==> src/rtl/mem_xfer_ctrl.sv <==
// Memory-side transfer sequencer feeding the data register load interface.
// Optional macro MEM_TIMEOUT_EN adds a wait-state timeout with err pulse.
module mem_xfer_ctrl #(
    parameter int ADDR_W  = 8,
    parameter int DATA_W  = 8,
    parameter int TIMEOUT = 15
) (
    input  logic              clk,
    input  logic              reset,
    input  logic              rd_req,
    input  logic              wr_req,
    input  logic [ADDR_W-1:0] addr_in,
    input  logic [DATA_W-1:0] dr_on_data,
    output logic [ADDR_W-1:0] mem_addr,
    output logic [DATA_W-1:0] mem_wdata,
    output logic              mem_en,
    output logic              mem_we,
    input  logic              mem_ready,
    input  logic [DATA_W-1:0] mem_rdata,
    output logic [DATA_W-1:0] data_on_dr,
    output logic              load_dr,
    output logic              busy,
    output logic              done,
    output logic              err
);

    typedef enum logic [1:0] {
        IDLE,
        ACCESS,
        COMPLETE
    } state_e;

    state_e            state_q;
    logic [ADDR_W-1:0] mem_addr_q;
    logic [DATA_W-1:0] mem_wdata_q;
    logic [DATA_W-1:0] data_on_dr_q;
    logic              mem_en_q;
    logic              mem_we_q;
    logic              load_dr_q;
    logic              busy_q;
    logic              done_q;

`ifdef MEM_TIMEOUT_EN
    localparam logic [4:0] TO_CNT = 5'(TIMEOUT);

    logic [4:0] cnt_q;
    logic       err_q;
`endif

    // Sequencer: accept a request, hold the strobe until ready, then pulse.
    always_ff @(posedge clk) begin
        if (reset) begin
            state_q      <= IDLE;
            mem_addr_q   <= '0;
            mem_wdata_q  <= '0;
            data_on_dr_q <= '0;
            mem_en_q     <= 1'b0;
            mem_we_q     <= 1'b0;
            load_dr_q    <= 1'b0;
            busy_q       <= 1'b0;
            done_q       <= 1'b0;
`ifdef MEM_TIMEOUT_EN
            cnt_q        <= '0;
            err_q        <= 1'b0;
`endif
        end else begin
            done_q    <= 1'b0;
            load_dr_q <= 1'b0;
`ifdef MEM_TIMEOUT_EN
            err_q     <= 1'b0;
`endif
            case (state_q)
                IDLE: begin
                    // Write wins over a simultaneous read; the read is dropped.
                    if (wr_req || rd_req) begin
                        mem_addr_q  <= addr_in;
                        mem_wdata_q <= dr_on_data;
                        mem_we_q    <= wr_req;
                        mem_en_q    <= 1'b1;
                        busy_q      <= 1'b1;
                        state_q     <= ACCESS;
                    end
                end
                ACCESS: begin
                    if (mem_ready) begin
                        mem_en_q  <= 1'b0;
                        mem_we_q  <= 1'b0;
                        done_q    <= 1'b1;
                        load_dr_q <= ~mem_we_q;
                        if (!mem_we_q) begin
                            data_on_dr_q <= mem_rdata;
                        end
                        state_q   <= COMPLETE;
                    end
`ifdef MEM_TIMEOUT_EN
                    else if (cnt_q == TO_CNT) begin
                        mem_en_q <= 1'b0;
                        mem_we_q <= 1'b0;
                        done_q   <= 1'b1;
                        err_q    <= 1'b1;
                        state_q  <= COMPLETE;
                    end else if (cnt_q != 5'h1f) begin
                        cnt_q <= cnt_q + 5'd1;
                    end
`endif
                end
                COMPLETE: begin
                    busy_q  <= 1'b0;
                    state_q <= IDLE;
`ifdef MEM_TIMEOUT_EN
                    cnt_q   <= '0;
`endif
                end
                default: begin
                    state_q <= IDLE;
                end
            endcase
        end
    end

    assign mem_addr   = mem_addr_q;
    assign mem_wdata  = mem_wdata_q;
    assign mem_en     = mem_en_q;
    assign mem_we     = mem_we_q;
    assign data_on_dr = data_on_dr_q;
    assign load_dr    = load_dr_q;
    assign busy       = busy_q;
    assign done       = done_q;

`ifdef MEM_TIMEOUT_EN
    assign err = err_q;
`else
    assign err = 1'b0;
`endif

endmodule

==> config.mk <==
export PLATFORM = sky130hd
export DESIGN_NAME = mem_xfer_ctrl
export DESIGN_NICKNAME = d
export VERILOG_FILES = /design/src/rtl/mem_xfer_ctrl.sv
export SDC_FILE = /design/constraint.sdc
export NUM_CORES = 1
export LEC_CHECK = 0
export BUFFER_PORTS_ARGS = -buffer_cell sky130_fd_sc_hd__buf_2
export CAP_MARGIN = 20
export CORE_AREA = 3 3 56 58
export DETAILED_ROUTE_END_ITERATION = 16
export DIE_AREA = 0 0 59 61
export GPL_TIMING_DRIVEN = 0
export HOLD_SLACK_MARGIN = 0.1
export PLACE_DENSITY = 0.79
export SYNTH_ARGS = -nofsm -noshare
export SYNTH_HDL_FRONTEND = slang
export SYNTH_SLANG_ARGS = --single-unit
==> constraint.sdc <==
create_clock -name clk -period 2 [get_ports clk]
set_clock_uncertainty 0.2 [all_clocks]
set_input_delay 0.2 -clock clk [delete_from_list [all_inputs] [get_ports clk]]
set_output_delay 0.2 -clock clk [all_outputs]
set_load 0.02 [all_outputs]
==> results of run 1 <==
[kinds of logic after synthesis]
| group | synth area share |
|---|---|
| DFF | 0.4849 |
| and+or+nand+nor | 0.2512 |
| buffers and inverters | 0.06256 |
| AOI/OAI and AO/OA | 0.07332 |
| muxes | 0.1251 |
| other | 0.002930 |
[cell usage in the layout, fill, tap and decap left out, types with 2 or more instances in the layout]
master	count
buf_2	59
inv_1	3
o21ai_0	2
clkbuf_1	5
nand2b_1	33
mux2i_1	16
clkbuf_8	2
nor2_1	3
clkbuf_4	5
dfxtp_1	31
dlygate4sd3_1	29
nand2_1	17
a21oi_1	12
[layer usage]
| layer | track usage | routed length (µm) | up-vias | part of all wire |
|---|---|---|---|---|
| li1 | - | - | 626 | - |
| met1 | 0.1964 | 1299 | 553 | 0.40 |
| met2 | 0.3549 | 1606 | 51 | 0.50 |
| met3 | 0.07021 | 272 | 5 | 0.084 |
| met4 | 0.06796 | 40 | 0 | 0.012 |
| met5 | 0 | 0 | - | 0 |
[worst paths after layout]
| kind | start | endpoint | slack [ps] | cells after the start |
|---|---|---|---|---|
| hold / removal | reset | mem_wdata[0]$_SDFFE_PP0P_ | 170 | 3 |
| hold reg to reg | data_on_dr[7]$_SDFFE_PP0P_ | data_on_dr[7]$_SDFFE_PP0P_ | 260 | 2 |
| setup reg to reg | state_q[0]$_SDFFE_PP0P_ | state_q[0]$_SDFFE_PP0P_ | 330 | 4 |
| setup / recovery | rd_req | state_q[0]$_SDFFE_PP0P_ | 180 | 5 |
[area by class of cell]
cell class,instances,share of cell area
inverters,3,0.005751
repair buffers,85,0.2914
flip-flops and latches,31,0.3169
clock buffers,8,0.03514
plain buffers,10,0.03514
multi-input cells,92,0.2958
well taps,31,0.01981
[where the power goes]
part           internal (W)  switching (W)  total [W]
clock network      0.000207       0.000203   0.000410
logic              0.000164       0.000161   0.000325
registers          0.000665      0.0000288   0.000693
[flip-flops by register name (all words and copies together), names as in the netlist]
name and count:
busy 1, data_on_dr 8, done 1, load_dr 1
mem_addr 8, mem_en 1, mem_wdata 8, mem_we 1
state_q 2
[worst max-delay path, stage by stage]
cell and delay [ps]:
dlygate4sd3_1 530, buf_2 130, o21ai_0 290, a21oi_1 110, dlygate4sd3_1 570
[stage by stage]
step	power, W	hold slack [ps]	setup slack (ps)	area, µm²
final	0.001429	170.1	181.9	1958
after global routing	0.001504	195.2	95.93	1958
after CTS	0.001442	152.1	204.7	1958
after detailed placement	0.0009828	246.8	597.4	1599
after global placement	0.0009735	239.3	643.3	1599
after floorplan	0.0008885	136.0	670.6	1280
[synthesized netlist by cell type (all sizes together)]
cell and instances:
a21oi 12, conb 1, inv 3, o32ai 1, o21a 1, nor4bb 1
mux2i 16, nor2 4, nand2b 33, nand3 1, nand4bb 1, nand2 17
nand3b 1, a22oi 1, dfxtp 31, clkbuf 4, o21ai 2, buf 6
[what timing repair did]
item,CTS,global route
endpoints found under the hold margin,30,0
resized for setup,0,0
hold buffers,29,0
==> impl_metrics.tcl, run 1 <==
set metrics [dict create \
    cts_setup_buffers 0 \
    synth.lib_cells_used.distinct 22 \
    groute.usage.overall 0.1909 \
    setup.worst_path.end_class "flip-flop" \
    initial_utilization 0.4723 \
    cts_max_path_buffers 2 \
    max_freq_ghz 0.5500 \
    finalSetupTns_ps 0 \
    power.density_mw_per_mm2 729.6 \
    ctsRootBufferMaster "clkbuf_4" \
    die_width_um 59 \
    finalNonFillerCells 260 \
    cts_tree "done" \
    timing.final.hold_violations 0 \
    post-route-min-period_ps 1818 \
    synth.area.top_cells "dfxtp_1, nand2b_1, mux2i_1, nand2_1, a21oi_1" \
    drt-initial-drc-count 104 \
    crit_type "input port to flip-flop" \
    finish.utilization 0.7225 \
    dp_wirelength_mm 2.036 \
    number_of_vias_in_the_routed_layout 1235 \
    synth_area_mm2 0.001280 \
    chipHeight_um 61 \
    n_fill_cell 204 \
    placed_cells 223 \
    finalSetupViolCount 0 \
    route.antenna.remaining_nets 0 \
    boundary_pins 59 \
    outcome "finished, final reports clean" \
    cts_htree_levels 2 \
    grt_start_max_net_pins 11 \
    cap_violations 0 \
    antenna_cells 0 \
    placeableCoreArea_mm2 0.002710 \
    final-seq-area_um2 620.6 \
    worstPathRequired_ps 2010 \
    gp_congestion 0.7708 \
    critPathArrivalTime_ps 1830 \
    rsz0062_at_grt "false" \
    drive_above_1_share 0.3057 \
    crit_path_max_fanout 3 \
    clock_insertion_delay_worst_skew_ps 320 \
    grt_pass1_vias 1189 \
    postRouteWirelength_mm 3.219 \
    ir_drop_uv 572.5 \
    post-route-drc-count 0 \
    p_leak_nw 0.9364 \
    antenna_found_initial 0 \
    min-delay-path-class "input port to flip-flop" \
    multi_input_comb_area_um2 579.3 \
    critPathLaunchType "input port" \
    report.final.slew_viol_count 0 \
    period_share 0.9090 \
    fp.dieArea_mm2 0.003599 \
    wl_per_cell_um 12.38 \
    synth_top_area_share 0.4848 \
    clk_pin_slew_ps 100 \
    synth_nets 165 \
    fp-row-count 19 \
    synth_largest_area_cell "dfxtp_1" \
    grt_remaining_overflow 0 \
    finalNetCount 257 \
    detail_route.vias_per_cell 4.750 \
    number_of_storage_elements_in_the_synthesis_netlist 31 \
    grt_first_pass_wirelength_mm 5.112 \
    area_added_between_synthesis_and_finish_pct 52.98 \
    yosys_warnings 0 \
    numCtsBuffers 5 \
    syn-mean-instance-area_um2 9.412 \
    drtPass1Iterations 4 \
    cts.sinks 31 \
    synthCells 136 \
    place.port_buffers 56 \
    ys_seq_area_frac 0.4848 \
]
(Power assumes the default switching activity.)
==> run 2, diff against run 1 <==
- CORE_AREA: 3 3 56 58 -> 5 5 58 60
- DIE_AREA: 0 0 59 61 -> 0 0 63 65
==> run 2 against run 1 <==
Compared with the run above: cell count is 0.38% higher; worst hold slack worse by 25 ps; non-clock buffer count is the same; combinational power about the same; sequential power about the same; sequential cell count unchanged; final area decreased by 0.51%; sequential share of layout area is 0.16 points higher; first-iteration DRC count down 64%; clock power down 11%; critical path depth is the same; die area is 14% higher; critical endpoint unchanged; largest cell class unchanged.
==> impl_metrics.tcl, run 2 (synthesis gave the netlist of run 1 again) <==
set metrics [dict create \
    placeableCoreArea_mm2 0.002878 \
    fin_area_mm2 0.001948 \
    cts_setup_buffers 0 \
    most_used_cells_in_the_layout_excluding_fill_and_tap_cells "buf_2, nand2b_1, dfxtp_1" \
    min-delay-path-class "input port to flip-flop" \
    post_detailed_placement_cell_area_mm2 0.001602 \
    setup.worst_path.end_class "flip-flop" \
    post-route-drc-count 0 \
    cts_tree "done" \
    postRouteWirelength_mm 3.036 \
    clk_pin_slew_ps 90 \
    grt_start_max_net_pins 11 \
    ir_drop_uv 558.4 \
    timing.final.hold_violations 0 \
    reg2reg_from "state_q[0]$_SDFFE_PP0P_" \
    grt_pass1_vias 1179 \
    groute.usage.overall 0.1594 \
    m3_gr_usage 0.08492 \
    outcome "finished, final reports clean" \
    hold_path.startpoint "reset" \
    p_leak_nw 0.9319 \
    met1_usage 0.1636 \
    grt_first_pass_wirelength_mm 5.216 \
    finalSetupTns_ps 0 \
    worstPathRequired_ps 2010 \
    drt-initial-drc-count 37 \
    cts_htree_levels 2 \
    ctsRootBufferMaster "clkbuf_4" \
    fp.dieArea_mm2 0.004095 \
    route.antenna.remaining_nets 0 \
    post-route-min-period_ps 1782 \
    cts.sinks 31 \
    rsz0062_at_grt "false" \
    numCtsBuffers 5 \
    place.port_buffers 56 \
    dp_wirelength_mm 1.991 \
    cts-hold-fix-buffers 29 \
    chipHeight_um 65 \
    post_cts_resized 0 \
    worstHoldEndpoint "mem_wdata[7]$_SDFFE_PP0P_" \
    antenna_found_initial 0 \
    drive_above_1_share 0.3070 \
    report.final.slew_viol_count 0 \
    initial_utilization 0.4448 \
    clock_insertion_delay_worst_skew_ps 320 \
    die_width_um 63 \
    finalSetupViolCount 0 \
    r2r_cells 4 \
    power.density_mw_per_mm2 709.1 \
    top_usage_layer "met2" \
    antenna_cells 0 \
    timing.reg2reg.setup_slack_ps 370 \
    crit_path_max_fanout 3 \
    drtPass1Iterations 2 \
    period_share 0.8910 \
    worstHoldPathCells 3 \
    cap_violations 0 \
    grt_remaining_overflow 0 \
    critPathArrivalTime_ps 1800 \
    groute.layer.met2.usage 0.2782 \
    number_of_vias_in_the_routed_layout 1208 \
    detail_route.vias_per_cell 4.628 \
    mostFrequentLayoutCell "buf_2" \
    finalNetCount 257 \
    timing.rr.end "state_q[0]$_SDFFE_PP0P_" \
    cts_max_path_buffers 2 \
    critPathLaunchType "input port" \
    boundary_pins 59 \
    gp_congestion 0.7745 \
    fp-row-count 20 \
    max_freq_ghz 0.5612 \
    area_added_between_synthesis_and_finish_pct 52.20 \
    crit_type "input port to flip-flop" \
    wl_per_cell_um 11.63 \
]
-- run 2: cell count changes in the layout (fill, tap and decap cells not counted), sizes merged --
cell    delta
clkbuf     -2
clkinv     +1
-- run 2: layer usage --
metal  vias to the layer above  share of wire
met1                       539           0.39
met4                         0          0.011
met2                        44           0.49
met5                         -              0
li1                        622              -
met3                         3           0.11
-- run 2: stage by stage --
stage | util | std cells | setup slack [ps] | total power [W] | hold slack, ps
finish | 0.6770 | 261 | 218.1 | 0.001381 | 145.5
global route | 0.6770 | 261 | 168.9 | 0.001468 | 154.5
detailed placement | 0.5565 | 225 | 598.7 | 0.0009815 | 245.5
global placement | 0.5565 | 225 | 624.4 | 0.0009792 | 240.3
CTS | 0.6770 | 261 | 222.8 | 0.001402 | 145.9
floorplan | - | 136 | 670.6 | 0.0008885 | 136.0
-- run 2: worst max path at each step --
stage	start	to	slack (ps)	depth (start not counted)
detailed placement	state_q[0]$_SDFFE_PP0P_	mem_addr[2]$_SDFFE_PP0P_	600	5
CTS	rd_req	state_q[0]$_SDFFE_PP0P_	220	5
floorplan	mem_we$_SDFFE_PP0P_	data_on_dr[0]$_SDFFE_PP0P_	670	4
finish	rd_req	state_q[0]$_SDFFE_PP0P_	220	5
global route	rd_req	state_q[0]$_SDFFE_PP0P_	170	5
global placement	state_q[0]$_SDFFE_PP0P_	mem_wdata[5]$_SDFFE_PP0P_	620	5
-- run 2: report_power, final --
part / internal [W] / switching, W
registers: 0.000665 / 0.0000284
clock network: 0.000163 / 0.000203
logic: 0.000164 / 0.000159
-- run 2: worst max-delay path, cell delays in order --
cell	delay (ps)
dlygate4sd3_1	530
buf_2	130
o21ai_0	270
a21oi_1	110
dlygate4sd3_1	560
-- run 2: area by class of cell --
class	instances	area, µm²
fillers	209	929.6
flip-flops and latches	31	620.6
multi-input cells	92	579.3
repair buffers	85	570.5
plain buffers	10	68.82
clock buffers	6	51.30
well taps	33	41.29
inverters	3	11.26
clock inverters	1	5.005
==> run 3, diff against run 2 <==
- CORE_AREA: 5 5 58 60 -> 5 5 60 62
- DIE_AREA: 0 0 63 65 -> 0 0 65 67
- PLACE_DENSITY: 0.79 -> 0.74
==> run 3 against run 2 <==
Compared with the run above: core utilization down 2.3 points; sequential share of layout area is the same; count of clock-buffer cells in the layout unchanged; cell count unchanged; die area rose by 6.3%; critical path type unchanged; first-iteration DRC count fell by 30%; non-clock buffer count is the same; sequential power about the same; worst hold slack improved by 17 ps.
==> impl_metrics.tcl, run 3 (synthesis gave the netlist of run 1 again) <==
set metrics [dict create \
    finalSetupViolCount 0 \
    post_cts_resized 0 \
    crit_type "input port to flip-flop" \
    cts_tree "done" \
    report.power.total_w 0.001376 \
    power.internal_w 0.0009913 \
    drtPass1Iterations 4 \
    mostFrequentLayoutCell "buf_2" \
    cap_violations 0 \
    groute.usage.overall 0.1668 \
    place.port_buffers 56 \
    clk_pin_slew_ps 90 \
    critPathLaunchType "input port" \
    most_used_cells_in_the_layout_excluding_fill_and_tap_cells "buf_2, nand2b_1, dfxtp_1" \
    cpMostUsedCell "dlygate4sd3_1" \
    dp_wirelength_mm 2.217 \
    post-route-min-period_ps 1844 \
    outcome "finished, final reports clean" \
    antenna_found_initial 0 \
    chipHeight_um 67 \
    area_added_between_synthesis_and_finish_pct 52.20 \
    cts_max_path_buffers 2 \
    fp.dieArea_mm2 0.004355 \
    report.final.slew_viol_count 0 \
    placeableCoreArea_mm2 0.002978 \
    postRouteWirelength_mm 3.311 \
    wl_per_cell_um 12.69 \
    grt_start_max_net_pins 11 \
    finalNonFillerCells 261 \
    finalSetupTns_ps 0 \
    finalNetCount 257 \
    finish.utilization 0.6542 \
    route.antenna.remaining_nets 0 \
    critical_path.cell_chain "dlygate4sd3_1 > buf_2 > o21ai_0 > dlygate4sd3_1 > a21oi_1" \
    detail_route.vias_per_cell 4.594 \
    numCtsBuffers 5 \
    p_leak_nw 0.9319 \
    min-delay-path-class "input port to flip-flop" \
    grt_remaining_overflow 0 \
    cts.sinks 31 \
    cts_htree_levels 2 \
    post-route-drc-count 0 \
    ir_drop_uv 423.5 \
    n_fill_cell 255 \
    crit_path_max_fanout 3 \
    total_switching_power_w 0.0003849 \
    power.density_mw_per_mm2 706.4 \
    worstPathRequired_ps 2010 \
    drt-initial-drc-count 26 \
    placed_cells 225 \
    number_of_vias_in_the_routed_layout 1199 \
    rsz0062_at_grt "false" \
    fin_hold_ws_ps 162.3 \
    timing.critical_path.slowest_stage_cell "dlygate4sd3_1" \
    pwr-share-seq 0.504 \
    switching_fraction_of_total_power 0.2797 \
    die_width_um 65 \
    gp_congestion 0.8035 \
    period_share 0.9220 \
    setup.worst_path.end_class "flip-flop" \
    initial_utilization 0.4298 \
    antenna_cells 0 \
    p_clk_frac 0.260 \
    max_freq_ghz 0.5423 \
    grt_first_pass_wirelength_mm 5.471 \
    comb_power_share 0.236 \
    ctsRootBufferMaster "clkbuf_4" \
    clock_insertion_delay_worst_skew_ps 310 \
    boundary_pins 59 \
    worst_path_largest_cell_delay_ps 630 \
    grt_pass1_vias 1277 \
    critPathArrivalTime_ps 1850 \
    timing.final.hold_violations 0 \
    drive_above_1_share 0.3070 \
    fp-row-count 20 \
]
-- run 3: power groups by stage --
stage	Clock [W]	Combinational (W)	Sequential, W
detailed placement	0	0.000279	0.000706
CTS	0.000378	0.000326	0.000693
global placement	0	0.000272	0.000704
global route	0.000422	0.000352	0.000700
floorplan	0	0.000129	0.000759
finish	0.000358	0.000325	0.000693
-- run 3: worst paths after layout --
path / from / endpoint / slack, ps / depth (start not counted)
worst max-delay path: rd_req / mem_en$_SDFFE_PP0P_ / 160 / 5
worst min-delay path: reset / mem_wdata[3]$_SDFFE_PP0P_ / 160 / 3
worst min register to register: mem_en$_SDFFE_PP0P_ / mem_en$_SDFFE_PP0P_ / 260 / 2
worst max register to register: state_q[0]$_SDFFE_PP0P_ / mem_en$_SDFFE_PP0P_ / 310 / 4
-- run 3: worst max-delay path, delay by kind of cell --
kind / cells / cell delay (ps)
AOI/OAI and AO/OA: 2 / 350
buffers and inverters: 3 / 1300
-- run 3: metrics by stage --
stage | setup WS, ps | area (µm²)
global route | 68.63 | 1948
CTS | 222.1 | 1948
floorplan | 670.6 | 1280
detailed placement | 592.2 | 1602
global placement | 632.8 | 1602
finish | 156.0 | 1948
-- run 3: layout make-up --
| class | instances | area (µm²) | share of cell area |
|---|---|---|---|
| clock buffer | 6 | 51.30 | 0.02633 |
| tap | 33 | 41.29 | 0.02119 |
| inverter | 3 | 11.26 | 0.005780 |
| buffer | 10 | 68.82 | 0.03532 |
| sequential | 31 | 620.6 | 0.3186 |
| clock inverter | 1 | 5.005 | 0.002569 |
| timing repair buffer | 85 | 570.5 | 0.2929 |
| multi-input combinational | 92 | 579.3 | 0.2974 |
-- run 3: what timing repair did --
action	CTS	global route
hold endpoints to repair	30	0
hold buffers	29	0
setup buffers	0	0
-- run 3: layer usage --
metal | track usage | part of all wire | vias to the layer above
li1 | - | - | 621
met2 | 0.3142 | 0.52 | 50
met5 | 0 | 0 | -
met3 | 0.08432 | 0.093 | 0
met1 | 0.1634 | 0.38 | 528
met4 | 0.03166 | 0 | 0
